File: src/rtl/aclk_time_entry.sv
// aclk_time_entry
//   Button-driven entry stage in front of the alarm clock core. Debounced
//   single-cycle button pulses edit four BCD digits (HH:MM). A commit issues
//   a held LD_time or LD_alarm strobe to the core. Inactivity while editing
//   aborts the edit and restores the last committed digits.
//
// Parameters
//   LD_CYCLES      cycles LD_time/LD_alarm stay high per commit (>= 1)
//   TIMEOUT_CYCLES consecutive button-free edit cycles before abort (>= 2)
//   BLINK_CYCLES   half-period of the edit_digit blink (>= 1)
//
// Ports
//   clk        in   system clock
//   reset_n    in   asynchronous active-low reset
//   btn_mode   in   pulse: toggle target time/alarm (idle only)
//   btn_next   in   pulse: enter edit / advance to next digit
//   btn_inc    in   pulse: increment the digit under edit
//   btn_set    in   pulse: commit the edited value
//   H_in1      out  hour tens digit (0..2)
//   H_in0      out  hour units digit (0..9, 0..3 when H_in1 = 2)
//   M_in1      out  minute tens digit (0..5)
//   M_in0      out  minute units digit (0..9)
//   LD_time    out  load-clock strobe
//   LD_alarm   out  load-alarm strobe
//   target     out  0 = time, 1 = alarm
//   busy       out  high whenever not idle
//   edit_digit out  one-hot {H1,H0,M1,M0} of the digit under edit, 0 otherwise
//
// Build option
//   ACLK_ENTRY_BLINK_EN : when defined, edit_digit blinks with a half-period of
//   BLINK_CYCLES (starting on, restarting on every button or digit change).
//   When undefined, edit_digit is a static one-hot and no blink counter exists.

module aclk_time_entry #(
  parameter int unsigned LD_CYCLES      = 10,
  parameter int unsigned TIMEOUT_CYCLES = 600,
  parameter int unsigned BLINK_CYCLES   = 5
) (
  input  logic       clk,
  input  logic       reset_n,
  input  logic       btn_mode,
  input  logic       btn_next,
  input  logic       btn_inc,
  input  logic       btn_set,
  output logic [1:0] H_in1,
  output logic [3:0] H_in0,
  output logic [3:0] M_in1,
  output logic [3:0] M_in0,
  output logic       LD_time,
  output logic       LD_alarm,
  output logic       target,
  output logic       busy,
  output logic [3:0] edit_digit
);

  // Elaboration-time parameter sanity checks
  if (LD_CYCLES < 1) begin : g_chk_ld
    $error("aclk_time_entry: LD_CYCLES must be >= 1");
  end
  if (TIMEOUT_CYCLES < 2) begin : g_chk_to
    $error("aclk_time_entry: TIMEOUT_CYCLES must be >= 2");
  end
  if (BLINK_CYCLES < 1) begin : g_chk_blink
    $error("aclk_time_entry: BLINK_CYCLES must be >= 1");
  end

  localparam int unsigned TW = $clog2(TIMEOUT_CYCLES);
  localparam int unsigned LW = $clog2(LD_CYCLES + 1);

  typedef enum logic [2:0] {
    S_IDLE,
    S_H1,
    S_H0,
    S_M1,
    S_M0,
    S_COMMIT
  } state_t;

  state_t        state;
  state_t        state_nxt;

  // Last committed digits, restored on timeout
  logic [1:0]    c_h1;
  logic [3:0]    c_h0;
  logic [3:0]    c_m1;
  logic [3:0]    c_m0;

  logic [TW-1:0] to_cnt;
  logic [LW-1:0] ld_cnt;

  // Decoded buttons after priority: set > next > inc > mode
  logic          do_set;
  logic          do_next;
  logic          do_inc;
  logic          do_mode;
  logic          any_btn;
  logic          to_expire;
  logic          ld_done;

  logic [1:0]    h1_inc;
  logic [3:0]    h0_max;
  logic [3:0]    h0_inc;
  logic [3:0]    m1_inc;
  logic [3:0]    m0_inc;

  logic [3:0]    sel_nxt;
  logic          show;

`ifdef ACLK_ENTRY_BLINK_EN
  localparam int unsigned BW = $clog2(BLINK_CYCLES + 1);
  logic [BW-1:0] blink_cnt;
  logic          blink_on;
  logic          blink_restart;
  logic          blink_wrap;
`endif

  always_comb begin
    do_set    = btn_set;
    do_next   = btn_next & ~btn_set;
    do_inc    = btn_inc & ~btn_next & ~btn_set;
    do_mode   = btn_mode & ~btn_inc & ~btn_next & ~btn_set;
    any_btn   = btn_set | btn_next | btn_inc | btn_mode;
    to_expire = (to_cnt == TW'(TIMEOUT_CYCLES - 1));
    ld_done   = (ld_cnt == LW'(LD_CYCLES));

    h1_inc = (H_in1 >= 2'd2) ? 2'd0 : H_in1 + 2'd1;
    h0_max = (H_in1 == 2'd2) ? 4'd3 : 4'd9;
    h0_inc = (H_in0 >= h0_max) ? 4'd0 : H_in0 + 4'd1;
    m1_inc = (M_in1 >= 4'd5) ? 4'd0 : M_in1 + 4'd1;
    m0_inc = (M_in0 >= 4'd9) ? 4'd0 : M_in0 + 4'd1;

    state_nxt = state;
    case (state)
      S_IDLE: begin
        if (do_next) state_nxt = S_H1;
      end
      S_H1, S_H0, S_M1, S_M0: begin
        if (do_set) begin
          state_nxt = S_COMMIT;
        end else if (do_next) begin
          case (state)
            S_H1:    state_nxt = S_H0;
            S_H0:    state_nxt = S_M1;
            S_M1:    state_nxt = S_M0;
            default: state_nxt = S_H1;
          endcase
        end else if (!any_btn && to_expire) begin
          state_nxt = S_IDLE;
        end
      end
      S_COMMIT: begin
        if (ld_done) state_nxt = S_IDLE;
      end
      default: state_nxt = S_IDLE;
    endcase

    case (state_nxt)
      S_H1:    sel_nxt = 4'b1000;
      S_H0:    sel_nxt = 4'b0100;
      S_M1:    sel_nxt = 4'b0010;
      S_M0:    sel_nxt = 4'b0001;
      default: sel_nxt = 4'b0000;
    endcase

`ifdef ACLK_ENTRY_BLINK_EN
    blink_restart = (state_nxt != state) || any_btn;
    blink_wrap    = (blink_cnt == BW'(BLINK_CYCLES - 1));
    if (blink_restart)   show = 1'b1;
    else if (blink_wrap) show = ~blink_on;
    else                 show = blink_on;
`else
    show = 1'b1;
`endif
  end

  // Outputs are registered from the next-state decode so busy/edit_digit
  // line up with the state register rather than lagging it by a cycle.
  always_ff @(posedge clk or negedge reset_n) begin
    if (!reset_n) begin
      state      <= S_IDLE;
      H_in1      <= '0;
      H_in0      <= '0;
      M_in1      <= '0;
      M_in0      <= '0;
      c_h1       <= '0;
      c_h0       <= '0;
      c_m1       <= '0;
      c_m0       <= '0;
      LD_time    <= 1'b0;
      LD_alarm   <= 1'b0;
      target     <= 1'b0;
      busy       <= 1'b0;
      edit_digit <= '0;
      to_cnt     <= '0;
      ld_cnt     <= '0;
`ifdef ACLK_ENTRY_BLINK_EN
      blink_cnt  <= '0;
      blink_on   <= 1'b1;
`endif
    end else begin
      state      <= state_nxt;
      busy       <= (state_nxt != S_IDLE);
      edit_digit <= sel_nxt & {4{show}};

      case (state)
        S_IDLE: begin
          to_cnt <= '0;
          if (do_mode) target <= ~target;
        end

        S_H1, S_H0, S_M1, S_M0: begin
          if (any_btn) begin
            to_cnt <= '0;
          end else if (to_expire) begin
            to_cnt <= '0;
            H_in1  <= c_h1;
            H_in0  <= c_h0;
            M_in1  <= c_m1;
            M_in0  <= c_m0;
          end else begin
            to_cnt <= to_cnt + 1'b1;
          end

          if (do_inc) begin
            case (state)
              S_H1: begin
                H_in1 <= h1_inc;
                // Raising the tens to 2 clamps an out-of-range units digit
                if (h1_inc == 2'd2 && H_in0 > 4'd3) H_in0 <= 4'd3;
              end
              S_H0:    H_in0 <= h0_inc;
              S_M1:    M_in1 <= m1_inc;
              default: M_in0 <= m0_inc;
            endcase
          end

          if (do_set) begin
            c_h1   <= H_in1;
            c_h0   <= H_in0;
            c_m1   <= M_in1;
            c_m0   <= M_in0;
            ld_cnt <= '0;
          end
        end

        S_COMMIT: begin
          // Strobe starts the edge after entry and lasts LD_CYCLES cycles
          if (ld_done) begin
            LD_time  <= 1'b0;
            LD_alarm <= 1'b0;
            ld_cnt   <= '0;
          end else begin
            LD_time  <= ~target;
            LD_alarm <= target;
            ld_cnt   <= ld_cnt + 1'b1;
          end
        end

        default: ;
      endcase

`ifdef ACLK_ENTRY_BLINK_EN
      blink_on <= show;
      if (blink_restart || blink_wrap) blink_cnt <= '0;
      else                             blink_cnt <= blink_cnt + 1'b1;
`endif
    end
  end

endmodule

File: config.mk
export PLATFORM = sky130hd
export DESIGN_NAME = aclk_time_entry
export DESIGN_NICKNAME = d
export VERILOG_FILES = /design/src/rtl/aclk_time_entry.sv
export SDC_FILE = /design/constraint.sdc
export NUM_CORES = 1
export LEC_CHECK = 0
export ABC_AREA = 1
export CORE_MARGIN = 3
export CORE_UTILIZATION = 40
export CTS_CLUSTER_DIAMETER = 30
export DETAILED_ROUTE_END_ITERATION = 6
export GPL_ROUTABILITY_DRIVEN = 1
export PLACE_DENSITY_LB_ADDON = 0.3
export SETUP_SLACK_MARGIN = 0.1
export SYNTH_ARGS = -nofsm -noshare
export SYNTH_HDL_FRONTEND = slang
export SYNTH_SLANG_ARGS = --single-unit
File: constraint.sdc
create_clock -name clk -period 3.25 [get_ports clk]
set_input_delay 0.65 -clock clk [delete_from_list [all_inputs] [get_ports clk]]
set_output_delay 0.65 -clock clk [all_outputs]
set_load 0.005 [all_outputs]
# After elaboration in Yosys (flattened, before gate mapping)
# Cells that the tools add are included.
# totals
register_bits	53
out_inout_bits	22
# classes
add_sub_neg	6
n_lt_le_gt_ge	5
n_eq_ne	14
muxes	38
bitwise_logic	13
reduce_logical	12
# ops
cell	n
2-to-1 mux 4 bit	18
2-to-1 mux 10 bit	2
one-hot mux 10 bit (2 select lines)	1
one-hot mux 3 bit (3 select lines)	2
adder 4 x 1 -> 4 bit (second input constant)	4
one-hot mux 4 bit (2 select lines)	2
one-hot mux 4 bit (4 select lines)	1
2-to-1 mux 3 bit	5
equality test 3 x 2 -> 1 bit (second input constant)	4
adder 10 x 1 -> 10 bit (second input constant)	1
equality test 10 bit (second input constant)	1
2-to-1 mux 2 bit	5
equality test 3 bit (second input constant)	3
bitwise AND 1 bit	6
equality test 3 x 1 -> 1 bit (second input constant)	2
AND reduction 2 bit	3
equality test 2 bit (second input constant)	2
equality test 4 bit (second input constant)	1
greater-or-equal comparator 4 x 3 -> 1 bit (second input constant)	1
greater-or-equal comparator 4 bit	1
greater-or-equal comparator 4 bit (second input constant)	1
> comparator 4 x 2 -> 1 bit (second input constant)	1
NOT 1 bit	4
nonzero test 2 bit	2
11 further kinds	15

# Longest topological paths before layout
# Gate-level depths: netlist of the first run.
# logic_depth
word_depth	11
depth_mapped	12
mapped_depth_nobuf	12

# Worst setup path before layout of the first run
# OpenSTA, ideal clock, no wires.
# synth_timing
kind	input to register
from	in btn_next
to	reg busy
setup_time_ps	119
arrival_time_ps	1574
path_slack_ps	1557
path_stages	10
path_buffers	0
path_cell_list	nor2_4 nand2_2 nor2_8 nand3_2 nand2_1 nand2_1 nand2_1 inv_2 nor2_1 nand2_1
# synth_between
elab_chain_cells	10
word_cells_on_any_way	12
cone_classes	5 x mux; 4 x bitwise; 3 x reduce/logical
# synth_lines
element	line_no	rtl
from (decl)	42	input logic btn_next,
bitwise OR 1 bit (3 in a row)	122	any_btn = btn_set | btn_next | btn_inc | btn_mode;
zero test 1 bit	147	end else if (!any_btn && to_expire) begin
logical AND 1 bit	147	
2-to-1 mux 3 bit	147	
2-to-1 mux 3 bit	140	end else if (do_next) begin
2-to-1 mux 3 bit	138	if (do_set) begin
one-hot mux 3 bit (3 select lines) *	133	case (state)
via state_nxt[1]	80	state_t state_nxt;
nonzero test 3 bit *	202	busy <= (state_nxt != S_IDLE);
to (signal assigned)	202	
to (decl)	52	output logic busy,
# The timed path passes the listed nets; every way through them passes the cells marked *.
# A chain may end at the register's enable or synchronous reset.

# Worst setup path after layout of the first run
# layout_timing
from	in btn_set
to	reg busy
# layout_between
elab_chain_cells	10
word_cells_on_any_way	13
cone_classes	5 x mux; 5 x bitwise; 3 x reduce/logical
# layout_lines
element	line_no	rtl
from (decl)	44	input logic btn_set,
bitwise OR 1 bit (3 in a row)	122	
zero test 1 bit	147	
logical AND 1 bit	147	
2-to-1 mux 3 bit	147	
2-to-1 mux 3 bit	140	
2-to-1 mux 3 bit	138	
one-hot mux 3 bit (3 select lines) *	133	
via state_nxt[1]	80	
nonzero test 3 bit *	202	
# Marks and branches as above.

==> metrics.md, run 1 <==
| Metric | Value |
|---|---|
| Status | `finished clean` |
| Initial Utilization | `0.4237` |
| Via-per-instance ratio | `4.938` |
| Clock root buffer | `clkbuf_8` |
| Hold Path Class | `in2async` |
| # diodes | `0` |
| Post-CTS Hold Buffers | `0` |
| Worst Path Arrival | `2.46 ns` |
| Crit path kind | `in2reg` |
| Tcrit/Tclk final | `0.6950` |
| Row count | `30` |
| TritonCTS clock tree | `yes` |
| CP startpoint kind | `primary input` |
| First-pass GRT wire length | `10820 um` |
| IO buf count | `27` |
| Die W | `91.99 um` |
| Commonest non-fill, non-tap cell in the layout | `nand2_1` |
| Hold WS | `0.2063 ns` |
| Critical Path RT | `3.45 ns` |
| Fmax | `0.4427 GHz` |
| Total grt overflow | `0` |
| Die area | `8462 um^2` |
| Setup TNS | `0 ns` |
| Post-Syn Area | `2958 um^2` |
| # resized after CTS | `0` |
| Mapped Nets | `391` |
| DP Wirelength | `4485 um` |
| DRC viols | `0` |
| Share of cells above drive strength 1 | `0.07673` |
| Post-route cell area | `3402 um^2` |
| Post-CTS Setup Bufs | `0` |
| Clk_lat worst skew | `0.31 ns` |
| Final WL | `6114 um` |
| CTS Sinks | `53` |
| Max Cap Viol | `0` |
| Unrepaired setup endpoints after global routing | `false` |
| Final layout net count | `422` |
| Crit Path Max Fanout | `16` |
| Minimum clock period | `2.259 ns` |
| Yosys warns | `0` |
| Crit. End Element | `flip-flop` |
| Normalized max-slew margin | `0.6441` |
| Post-DRT Antenna Nets | `0` |
| DR WL/cell | `12.23 um` |
| Worst-Margin Slew | `0.5339 ns` |
| Initial antenna violation count | `0` |
| DRT iter0 DRCs | `146` |
| Area Overhead vs Synth | `15.02%` |
| Height of the die | `91.99 um` |
| Largest net degree at the start of global routing | `43` |
| P_leak | `1.585 nW` |
| Post-synth cell types | `33` |
| Max-slew violation count | `0` |
| Pre-Repair DR Iteration Count | `4` |
| Synth Area per Inst | `7.930 um^2` |
| Vias in the first global route | `2338` |
| Power Total | `2.550 mW` |
| Gr usage total | `0.1588` |
| #FFs+latches synth | `53` |
| # IOs | `28` |
| Fin Clk Skew | `0.006328 ns` |
| Fin. Hold Viols | `0` |
| CTS H-tree depth | `2` |
| Register area share after synthesis | `0.4484` |
| Peak supply drop | `0.3634 mV` |
| Pwr Density | `749.6 nW/um^2` |
| Inserted Clock Buffers | `5` |
| Placed cell areas | `3316 um^2` |
| Most frequent cells in the layout | `nand2_1 (90), dfrtp_1 (53), inv_1 (42)` |
| Cells after Synth | `373` |
| Longest Clk Path Bufs | `2` |
| Gpl congestion | `0.8459` |
| Core Util, Final | `0.4873` |
| Final Setup Violations | `0` |
| Reg clk slew, reported paths | `0.09 ns` |
| Core area | `6982 um^2` |
| Via count | `2469` |
[worst max-delay path, cell delays in order]
cell	delay [ns]
clkdlybuf4s50_1	0.49
nor2_4	0.19
nand2_2	0.11
nor2_8	0.17
nand3_2	0.30
nand2_1	0.14
nand2_1	0.06
nand2_1	0.14
inv_2	0.06
nor2_1	0.09
nand2_1	0.05
[final timing paths]
check | startpoint | endpoint | slack [ns] | cells after the start
worst max-delay path | btn_set | busy | 0.99 | 11
worst min-delay path | reset_n | to_cnt[3] | 0.21 | 1
worst max register to register | to_cnt[0] | busy | 1.37 | 12
worst min register to register | c_m0[1] | c_m0[1] | 0.49 | 2
max in group asynchronous | reset_n | H_in0[3] | 2.22 | 2
min in group clk | c_m0[1] | c_m0[1] | 0.49 | 2
[stage by stage]
stage	setup slack [ns]	std cells
6_report	0.9911	500
4_1_cts	0.9953	500
2_1_floorplan	1.557	373
3_3_place_gp	0.7275	493
5_1_grt	0.7722	500
3_5_place_dp	0.6685	493
[synth_stat cells, drive strengths merged]
library cell / count / share of area
a21oi: 14 / 0.024
buf: 4 / 0.012
clkinv: 1 / 0.0013
dfrtp: 53 / 0.45
ha: 12 / 0.051
inv: 51 / 0.067
nand2: 93 / 0.12
nand3: 29 / 0.055
nand3b: 4 / 0.010
nand4: 5 / 0.011
nor2: 43 / 0.069
nor3: 4 / 0.011
o211ai: 1 / 0.0025
o21a: 1 / 0.0025
o21ai: 40 / 0.069
o22ai: 7 / 0.015
or2: 1 / 0.0021
xnor2: 4 / 0.012
xor2: 6 / 0.018
[area by class of cell]
class	count	area, um^2
Clock buffer	7	86.33
Fill cell	722	3580
Inverter	52	202.7
Multi-Input combinational cell	264	1394
Sequential cell	53	1326
Tap cell	96	120.1
Timing Repair Buffer	28	272.8
[metal layers]
metal / track usage / share of wire
met5: 0 / 0
met1: 0.2157 / 0.49
met4: 0.04827 / 0.013
met2: 0.2561 / 0.46
met3: 0.03199 / 0.033
[state kept, by name, summed over array words and instances, names as in the netlist, 2 cells and up]
name / flops
c_m0: 4
to_cnt: 10
ld_cnt: 4
state: 3
H_in0: 4
c_m1: 4
M_in0: 4
c_h0: 4
H_in1: 2
edit_digit: 4
c_h1: 2
M_in1: 4
[where the power goes]
part	switching [mW]	internal [mW]
sequential	0.185	0.849
combinational	0.666	0.473
clock	0.207	0.170
[cells by family (layout without fill, tap and decap cells)]
family / after synthesis / after routing / share of synthesized area
compound gates: 63 / 63 / 0.1125
xor+xnor: 10 / 10 / 0.02961
fa+ha+maj: 12 / 12 / 0.05076
buf+inv: 56 / 87 / 0.08037
flops: 53 / 53 / 0.4484
simple gates: 179 / 179 / 0.2783
No activity file was read; power rests on OpenSTA's default activity.
==> run 2: changes to the inputs <==
- clock period: 3.25 -> 2 ns (I/O delays scaled with it)
==> run 2 against run 1 <==
- global-route usage decreased by 0.18 points
- first-iteration DRC count increased by 4.1%
- worst setup slack got worse by 0.74 ns
- largest power group unchanged
==> metrics.md, run 2 (synthesis results as in run 1) <==
| Metric | Value |
|---|---|
| Fillers | `715 (-0.97%)` |
| # IOs | `28 (unchanged)` |
| Reg clk slew, reported paths | `0.10 ns (about the same)` |
| Die W | `91.99 um (unchanged)` |
| Setup WS pre-CTS | `-0.04678 ns (-0.7153 ns)` |
| Largest net degree at the start of global routing | `54 (+26%)` |
| Placed cell count | `502 (+1.8%)` |
| Core Util, Final | `0.5070 (+0.01971)` |
| Crit path kind | `reg2out` |
| Critical Path Slowest Stage Cell | `clkdlybuf4s50_1` |
| Pwr Density | `1253 nW/um^2 (+67%)` |
| Fmax | `0.5725 GHz` |
| Non-Filler Instances | `511 (+2.2%)` |
| Normalized max-slew margin | `0.7701 (+0.1260)` |
| Final layout net count | `432 (+2.4%)` |
| Die area | `8462 um^2 (unchanged)` |
| Longest Clk Path Bufs | `2 (unchanged)` |
| Area Overhead vs Synth | `19.67%` |
| Status | `finished clean` |
| Unrepaired setup endpoints after global routing | `true` |
| # diodes | `0 (unchanged)` |
| Initial Utilization | `0.4237 (unchanged)` |
| DP Wirelength | `4508 um (+0.52%)` |
| Critical Path RT | `1.60 ns (-1.85 ns)` |
| Peak supply drop | `0.5643 mV (+55%)` |
| Clk_lat worst skew | `0.31 ns (about the same)` |
| Max-slew violation count | `0 (unchanged)` |
| First-pass GRT wire length | `10950 um (+1.2%)` |
| Final WL | `6305 um (+3.1%)` |
| Crit. End Element | `output port` |
| Post-CTS Hold Buffers | `0 (unchanged)` |
| Max Cap Viol | `0 (unchanged)` |
| CTS H-tree depth | `2 (unchanged)` |
| CTS Sinks | `53 (unchanged)` |
| Worst Path Arrival | `1.35 ns (-1.11 ns)` |
| Total grt overflow | `0 (unchanged)` |
| DRC viols | `0 (unchanged)` |
| Minimum clock period | `1.747 ns` |
| Height of the die | `91.99 um (unchanged)` |
| CP bufs+invs | `1 (-1)` |
| DR WL/cell | `12.34 um (+0.90%)` |
| Core area | `6982 um^2 (unchanged)` |
| Worst-Margin Slew | `0.3440 ns (-0.1898 ns)` |
| Share of cells above drive strength 1 | `0.1060 (+0.02929)` |
| Largest Register | `to_cnt` |
| Final Setup Violations | `0 (unchanged)` |
| Post-DRT Antenna Nets | `0 (unchanged)` |
| P_leak | `1.663 nW (+4.9%)` |
| DRT iter0 DRCs | `152 (+4.1%)` |
| CP cell instances | `clkdlybuf4s50_1` |
| Final Worst Setup Slack | `0.2533 ns (-0.7379 ns)` |
| Clock root buffer | `clkbuf_8` |
| Via-per-instance ratio | `4.863 (-1.5%)` |
| TritonCTS clock tree | `yes` |
| WP depth | `1 (-10)` |
| Crit Path Max Fanout | `7 (-9)` |
| Via count | `2485 (+0.65%)` |
| Row count | `30 (unchanged)` |
| Fin Clk Skew | `0.008580 ns (+0.002252 ns)` |
| Inserted Clock Buffers | `5 (unchanged)` |
| FF-to-FF path depth | `10 (-2)` |
| Tcrit/Tclk final | `0.8734` |
| Max FFs per register | `10 (unchanged)` |
| Initial antenna violation count | `0 (unchanged)` |
| Most frequent cells in the layout | `nand2_1 (90), dfrtp_1 (53), inv_1 (42)` |
| Commonest non-fill, non-tap cell in the layout | `nand2_1` |
| CP startpoint kind | `flip-flop` |
| Pre-Repair DR Iteration Count | `4 (unchanged)` |
| Setup TNS | `0 ns (unchanged)` |
| Gr usage total | `0.1571 (-0.001752)` |
| Gpl congestion | `0.8204 (-3.0%)` |
| Vias in the first global route | `2393 (+2.4%)` |
| IO buf count | `27 (unchanged)` |
| Max incr delay on CP | `0.55 ns (+0.06 ns)` |
| CP delay by family, top | `buffers and inverters` |
| Hold Path Class | `in2async` |
| Fin. Hold Viols | `0 (unchanged)` |
==> run 2: worst reg2reg max path, stage by stage, from the launching register on <==
cell and delay, ns:
dfrtp_1 0.39, ha_1 0.22, nand2_1 0.07, inv_1 0.06, nand2_1 0.07, nor2_2 0.16
nand3_2 0.15, buf_4 0.21, nand2_1 0.06, nand2_1 0.08, o21ai_0 0.19
==> run 2: area by class of cell <==
type,instances,area (um^2),area share
clock buffer,5,68.82,0.01944
clock inverter,3,65.06,0.01838
timing repair buffer,38,360.3,0.1018
inverter,52,202.7,0.05726
multi-input combinational,264,1396,0.3945
sequential,53,1326,0.3747
tap,96,120.1,0.03393
==> run 2: metrics by stage <==
stage | power, mW | hold WS, ns | area [um^2]
after floorplan | 2.931 | 0.1044 | 2958
after global placement | 3.559 | 0.4245 | 3396
after detailed placement | 3.602 | 0.4212 | 3396
after CTS | 4.488 | 0.08069 | 3530
after global routing | 4.855 | 0.08794 | 3540
final | 4.436 | 0.07896 | 3540
==> run 2: layer usage <==
layer / routed length [um] / vias to the layer above / track usage / part of all wire
li1: - / 1279 / - / -
met1: 3089 / 1153 / 0.2184 / 0.49
met2: 2928 / 49 / 0.2536 / 0.46
met3: 241 / 4 / 0.02707 / 0.038
met4: 45 / 0 / 0.04208 / 0.0071
met5: 0 / - / 0 / 0
==> run 2: final timing paths <==
path	start	endpoint	slack, ns
setup / recovery	H_in0[0]	H_in0[0]	0.25
hold / removal	reset_n	to_cnt[2]	0.08
setup reg to reg	to_cnt[0]	H_in1[0]	0.27
hold reg to reg	c_m0[2]	c_m0[2]	0.49
max in group asynchronous	reset_n	c_m1[2]	1.69
min in group clk	c_m0[2]	c_m0[2]	0.49
==> run 2: repair_timing <==
item	in CTS	in global routing
buffers inserted	0	1
resized for setup	0	1
setup endpoints to repair	0	15
==> run 2: where the power goes <==
| part | leakage, nW | internal, mW | switching [mW] |
|---|---|---|---|
| registers | 0.684 | 1.38 | 0.286 |
| clock network | 0.0681 | 0.497 | 0.363 |
| logic | 0.911 | 0.802 | 1.11 |
